[src/rtl/mmio_io_ctrl.sv]
// Memory-mapped I/O block: HEX/LEDR/LEDG output registers, debounced switches and
// pushbuttons, and a sticky key-press event/overrun register with write-1-to-clear.
module mmio_io_ctrl #(
  parameter int unsigned     DBITS           = 32,
  parameter int unsigned     DEBOUNCE_CYCLES = 50000,
  parameter logic [DBITS-1:0] ADDR_HEX   = DBITS'(32'hF0000000),
  parameter logic [DBITS-1:0] ADDR_LEDR  = DBITS'(32'hF0000004),
  parameter logic [DBITS-1:0] ADDR_LEDG  = DBITS'(32'hF0000008),
  parameter logic [DBITS-1:0] ADDR_KEY   = DBITS'(32'hF0000010),
  parameter logic [DBITS-1:0] ADDR_SW    = DBITS'(32'hF0000014),
  parameter logic [DBITS-1:0] ADDR_KEYEV = DBITS'(32'hF0000018)
) (
  input  logic             clk,
  input  logic             reset,
  input  logic [DBITS-1:0] addr,
  input  logic             wrEn,
  input  logic [DBITS-1:0] wrData,
  output logic [DBITS-1:0] rdData,
  output logic             isIo,
  input  logic [9:0]       SW,
  input  logic [3:0]       KEY,
  output logic [9:0]       LEDR,
  output logic [7:0]       LEDG,
  output logic [6:0]       HEX0,
  output logic [6:0]       HEX1,
  output logic [6:0]       HEX2,
  output logic [6:0]       HEX3
);

  localparam int unsigned CW = (DEBOUNCE_CYCLES > 2) ? $clog2(DEBOUNCE_CYCLES) : 1;

  logic [15:0]   hex_reg;
  logic [9:0]    ledr_reg;
  logic [7:0]    ledg_reg;
  logic [CW-1:0] cnt;
  logic          tick;
  logic [9:0]    sw_s1, sw_s2, sw_samp, sw_deb;
  logic [3:0]    key_s1, key_s2, key_samp, key_deb, key_prev;
  logic [3:0]    press, ev_clr, ov_clr;
  logic [3:0]    ev, ov;
  logic          wr_hex, wr_ledr, wr_ledg, wr_keyev;
  logic          unused_ok;

  assign unused_ok = ^wrData[DBITS-1:16];

  assign wr_hex   = wrEn && (addr == ADDR_HEX);
  assign wr_ledr  = wrEn && (addr == ADDR_LEDR);
  assign wr_ledg  = wrEn && (addr == ADDR_LEDG);
  assign wr_keyev = wrEn && (addr == ADDR_KEYEV);

  always_ff @(posedge clk or negedge reset) begin
    if (!reset) begin
      hex_reg  <= '0;
      ledr_reg <= '0;
      ledg_reg <= '0;
    end else begin
      if (wr_hex)  hex_reg  <= wrData[15:0];
      if (wr_ledr) ledr_reg <= wrData[9:0];
      if (wr_ledg) ledg_reg <= wrData[7:0];
    end
  end

  // Keys are inverted at the synchronizer input so every stage holds 1 = pressed
  // and the all-zero reset state reads as released.
  always_ff @(posedge clk or negedge reset) begin
    if (!reset) begin
      sw_s1  <= '0;
      sw_s2  <= '0;
      key_s1 <= '0;
      key_s2 <= '0;
    end else begin
      sw_s1  <= SW;
      sw_s2  <= sw_s1;
      key_s1 <= ~KEY;
      key_s2 <= key_s1;
    end
  end

  assign tick = (cnt == CW'(DEBOUNCE_CYCLES - 1));

  always_ff @(posedge clk or negedge reset) begin
    if (!reset) cnt <= '0;
    else        cnt <= tick ? '0 : cnt + 1'b1;
  end

  // A debounced bit only follows the input when this tick's sample agrees with the last one.
  always_ff @(posedge clk or negedge reset) begin
    if (!reset) begin
      sw_samp  <= '0;
      key_samp <= '0;
      sw_deb   <= '0;
      key_deb  <= '0;
    end else if (tick) begin
      sw_samp  <= sw_s2;
      key_samp <= key_s2;
      sw_deb   <= (sw_deb  & (sw_s2  ^ sw_samp))  | (sw_s2  & ~(sw_s2  ^ sw_samp));
      key_deb  <= (key_deb & (key_s2 ^ key_samp)) | (key_s2 & ~(key_s2 ^ key_samp));
    end
  end

  assign press  = key_deb & ~key_prev;
  assign ev_clr = wr_keyev ? wrData[3:0] : '0;
  assign ov_clr = wr_keyev ? wrData[7:4] : '0;

  // A press always sets its event; it only flags overrun when the event was
  // already pending and not being cleared in this same cycle.
  always_ff @(posedge clk or negedge reset) begin
    if (!reset) begin
      key_prev <= '0;
      ev       <= '0;
      ov       <= '0;
    end else begin
      key_prev <= key_deb;
      ev       <= (ev & ~ev_clr) | press;
      ov       <= (ov & ~ov_clr) | (press & ev & ~ev_clr);
    end
  end

  always_comb begin
    rdData = '0;
    isIo   = 1'b1;
    case (addr)
      ADDR_HEX:   rdData = DBITS'(hex_reg);
      ADDR_LEDR:  rdData = DBITS'(ledr_reg);
      ADDR_LEDG:  rdData = DBITS'(ledg_reg);
      ADDR_KEY:   rdData = DBITS'(key_deb);
      ADDR_SW:    rdData = DBITS'(sw_deb);
      ADDR_KEYEV: rdData = DBITS'({ov, ev});
      default:    isIo   = 1'b0;
    endcase
  end

  function automatic logic [6:0] seg7(input logic [3:0] d);
    logic [6:0] s;
    case (d)
      4'h0: s = 7'b1000000;
      4'h1: s = 7'b1111001;
      4'h2: s = 7'b0100100;
      4'h3: s = 7'b0110000;
      4'h4: s = 7'b0011001;
      4'h5: s = 7'b0010010;
      4'h6: s = 7'b0000010;
      4'h7: s = 7'b1111000;
      4'h8: s = 7'b0000000;
      4'h9: s = 7'b0010000;
      4'hA: s = 7'b0001000;
      4'hB: s = 7'b0000011;
      4'hC: s = 7'b1000110;
      4'hD: s = 7'b0100001;
      4'hE: s = 7'b0000110;
      default: s = 7'b0001110;
    endcase
    return s;
  endfunction

  assign HEX0 = seg7(hex_reg[3:0]);
  assign HEX1 = seg7(hex_reg[7:4]);
  assign HEX2 = seg7(hex_reg[11:8]);
  assign HEX3 = seg7(hex_reg[15:12]);
  assign LEDR = ledr_reg;
  assign LEDG = ledg_reg;

endmodule

[config.mk]
export PLATFORM = sky130hd
export DESIGN_NAME = mmio_io_ctrl
export DESIGN_NICKNAME = d
export VERILOG_FILES = /design/src/rtl/mmio_io_ctrl.sv
export SDC_FILE = /design/constraint.sdc
export NUM_CORES = 1
export LEC_CHECK = 0
export ABC_AREA = 1
export CORE_UTILIZATION = 45
export DETAILED_ROUTE_END_ITERATION = 8
export GPL_TIMING_DRIVEN = 0
export PLACE_DENSITY = 0.77
export SLEW_MARGIN = 0
export SYNTH_ARGS = -nofsm -noshare
export SYNTH_HDL_FRONTEND = slang
export SYNTH_SLANG_ARGS = --single-unit
[constraint.sdc]
create_clock -name clk -period 1.8 [get_ports clk]
set_clock_uncertainty 0.05 [all_clocks]
set_input_delay 0.36 -clock clk [delete_from_list [all_inputs] [get_ports clk]]
set_output_delay 0.36 -clock clk [all_outputs]
set_load 0.01 [all_outputs]
==> run_results.csv <==
group,metric,value,unit
floorplan,core_region_area,13900,µm²
pwr,p_sw,1.38,mW
timing,max_freq,461,MHz
detailed_routing,vias,6627,
synthesis,synth_edf_count,0,
global_routing,grt_pass1_vias,6403,
layout,area_growth_syn_to_layout,57.3,%
detailed_routing,drt_wl_total,20.5,mm
clock_tree,cts.path.max_buffers,2,
clock_tree,htreeDepth,4,
floorplan,die_w,122,µm
synthesis,ys_ff_latch,118,
worst_setup_path,cp_top_family,"flip-flops",
pwr,p_int,4.77,mW
synthesis,synthCells,831,
pwr,combPwrFrac,0.055,
placement,gp_congestion,0.891,
synthesis,synth_area,6430,µm²
synthesis,synth-async-reset-ratio,1.00,
timing,fin_ws,-0.368,ns
synthesis,yosysWarnings,0,
worst_setup_path,cpPeakStageDelay,0.43,ns
pwr,power,6.15,mW
worst_setup_path,startpoint_type,"register",
timing,setup_viol,45,
layout,antennaDiodeCount,0,
clock_tree,clkLatencyLatePin,0.42,ns
layout,layout_common_cells,"nand2_1, dfrtp_1, buf_4",
synthesis,synth_top_flop_cell,"dfrtp_1",
floorplan,initial_core_util,0.462,
placement,port_buffers,127,
clock_tree,cts_buffers,17,
detailed_routing,via_per_inst,5.22,
layout,fin_util,0.726,
timing,fin_hold_ws,0.291,ns
worst_setup_path,critical_path_class,"reg2out",
floorplan,ios,160,
global_routing,overflow,0,
floorplan,fp-row-count,43,
pwr,seq_power_share,0.439,
worst_setup_path,cp_max_fo,3,
timing,finalWorstPathRequiredPeriod,2.17,ns
timing,drv_slew,0,
placement,dp_hpwl,11.6,mm
clock_tree,cts_root_buffer,"clkbuf_16",
hold_path,min_path_type,"reg2reg",
synthesis,yosysSeqAreaShare,0.459,
layout,finalInstanceArea,10100,µm²
layout,fillers,937,
layout,drive_above_1_share,0.408,
worst_setup_path,crit_path_cell_trace,"inv_2, ha_4, nor2_4, nor3_2, a31oi_1, buf_2",
layout,layout.cells.non_filler,1269,
hold_path,hold_start,"sw_s1[0]",
worst_setup_path,path_buf_inv,2,
synthesis,avgSynthCellArea,7.74,µm²
detailed_routing,drtIter0Drc,474,
global_routing,grt_max_degree,90,
outcome,status,"finished, violations left",
global_routing,antenna_found_initial,0,
detailed_routing,drc,0,
global_routing,grt_pass1_wl,30.7,mm
placement,pre_cts_ws,-1.22,ns
worst_setup_path,r2r-start,"cnt[0]",
global_routing,track_usage,0.268,
placement,dp_cells,1154,
detailed_routing,routedWlPerCell,16.2,µm
detailed_routing,ant_nets,0,
layout,nets,1182,
outcome,violations,"negative setup slack",
worst_setup_path,end_kind,"primary output",
clock_tree,cts_sinks,118,
worst_setup_path,crit_slowest_cell,"dfrtp_1",
synthesis,synth_cell_types,35,
clock_tree,path_clk_slew,0.05,ns
detailed_routing,dr.pass1.iters,7,
worst_setup_path,startpoint,"hex_reg[4]",
floorplan,die_y,122,µm
clock_tree,cts_tree,"yes",
pwr,max-vdd-ir-drop,791,µV
pwr,power.leakage,5.13,nW
timing,rsz0062_at_grt,"yes",
worst_setup_path,arrival,1.76,ns
layout,final_common_cell,"nand2_1",
pwr,p_clk_frac,0.507,
timing,finalCritPeriodShare,1.20,
job,maxCapViolCount,0,
timing,tns,-10.18,ns
placement,post_dp_cell_area,8050,µm²
floorplan,dieArea,14800,µm²
pwr,p_sw_frac,0.224,
worst_setup_path,crit_required,1.39,ns
timing,hold_viol_final,0,
pwr,power.density,607,nW/µm²
path summary, 6_finish.rpt:
check,to,slack (ns),depth (start not counted)
worst max-delay path,HEX1[3],-0.37,6
worst min register to register,sw_s2[0],0.29,0
worst max register to register,sw_samp[7],0.10,10
min in group asynchronous,cnt[9],0.33,2
worst min-delay path,sw_s2[0],0.29,0
max in group asynchronous,hex_reg[13],0.62,3
cell usage after synthesis (2+ instances only):
| master | n | area [µm²] |
|---|---|---|
| nand4_1 | 6 | 37.5 |
| inv_2 | 4 | 15.0 |
| buf_2 | 6 | 30.0 |
| dfrtp_1 | 118 | 2950 |
| inv_1 | 103 | 387 |
| o21ai_0 | 71 | 355 |
| a21oi_1 | 14 | 70.1 |
| nor2_1 | 68 | 255 |
| o211ai_1 | 2 | 15.0 |
| nand2_2 | 5 | 31.3 |
| nor3_1 | 8 | 40.0 |
| buf_6 | 2 | 22.5 |
| o311ai_0 | 2 | 17.5 |
| or2_2 | 4 | 25.0 |
| o31ai_1 | 4 | 30.0 |
| o21a_1 | 10 | 75.1 |
| a211oi_1 | 3 | 22.5 |
| nor2_4 | 9 | 101 |
| o21ai_1 | 2 | 10.0 |
| xor2_1 | 7 | 61.3 |
| a21boi_0 | 2 | 15.0 |
| ha_1 | 25 | 313 |
| nand3_1 | 77 | 385 |
| nor2_2 | 3 | 18.8 |
| xnor2_1 | 2 | 17.5 |
| nand2_1 | 236 | 886 |
| clkbuf_1 | 12 | 45.0 |
| buf_4 | 19 | 143 |
routing by layer:
| layer | part of all wire | GRT usage |
|---|---|---|
| met1 | 0.38 | 0.313 |
| met2 | 0.51 | 0.469 |
| met3 | 0.064 | 0.0538 |
| met5 | 0 | 0 |
| met4 | 0.042 | 0.130 |
area by class of cell:
class | count | area (µm²) | area share
clock buffer | 20 | 447 | 0.0441
inverter | 108 | 455 | 0.0450
sequential | 118 | 2970 | 0.293
multi-input combinational | 583 | 3770 | 0.372
buffer | 33 | 274 | 0.0271
timing repair buffer | 215 | 1880 | 0.186
clock inverter | 12 | 106 | 0.0105
tap | 180 | 225 | 0.0222
worst register-to-register path, stage by stage (launching register included):
cell,delay (ns)
dfrtp_1,0.37
ha_1,0.18
nand2_1,0.07
inv_1,0.08
nand2_2,0.09
nor2_2,0.15
nand2_1,0.09
buf_6,0.15
buf_4,0.17
nand2_1,0.08
o21ai_0,0.08
power groups by stage:
stage / sequential [mW] / clock, mW / combinational [mW]
2_1_floorplan: 2.74 / 0 / 0.0905
3_3_place_gp: 2.74 / 0 / 0.303
3_5_place_dp: 2.74 / 0 / 0.315
4_1_cts: 2.70 / 3.15 / 0.315
5_1_grt: 2.70 / 3.30 / 0.367
6_report: 2.70 / 3.11 / 0.335
logic make-up (layout without fill, tap and decap cells):
kind of cell | after synthesis | count (layout) | synth area share
and+or+nand+nor | 419 | 422 | 0.283
buffers and inverters | 148 | 388 | 0.101
DFF | 118 | 118 | 0.459
AOI/OAI and AO/OA | 111 | 111 | 0.0959
adders and majority gates | 25 | 25 | 0.0486
xor gates and xnor gates | 9 | 9 | 0.0123
other | 1 | 16 | 0.000583
what timing repair did:
| action | in CTS | in global routing |
|---|---|---|
| endpoints found under the setup margin | 85 | 88 |
| buffers inserted | 54 | 30 |
| endpoints found under the hold margin | 29 | 0 |
| cloned | 5 | 0 |
| hold buffers | 1 | 0 |
| resized for setup | 508 | 126 |
| pin swaps | 88 | 59 |
Note: power is estimated with default switching activity, not from simulation.
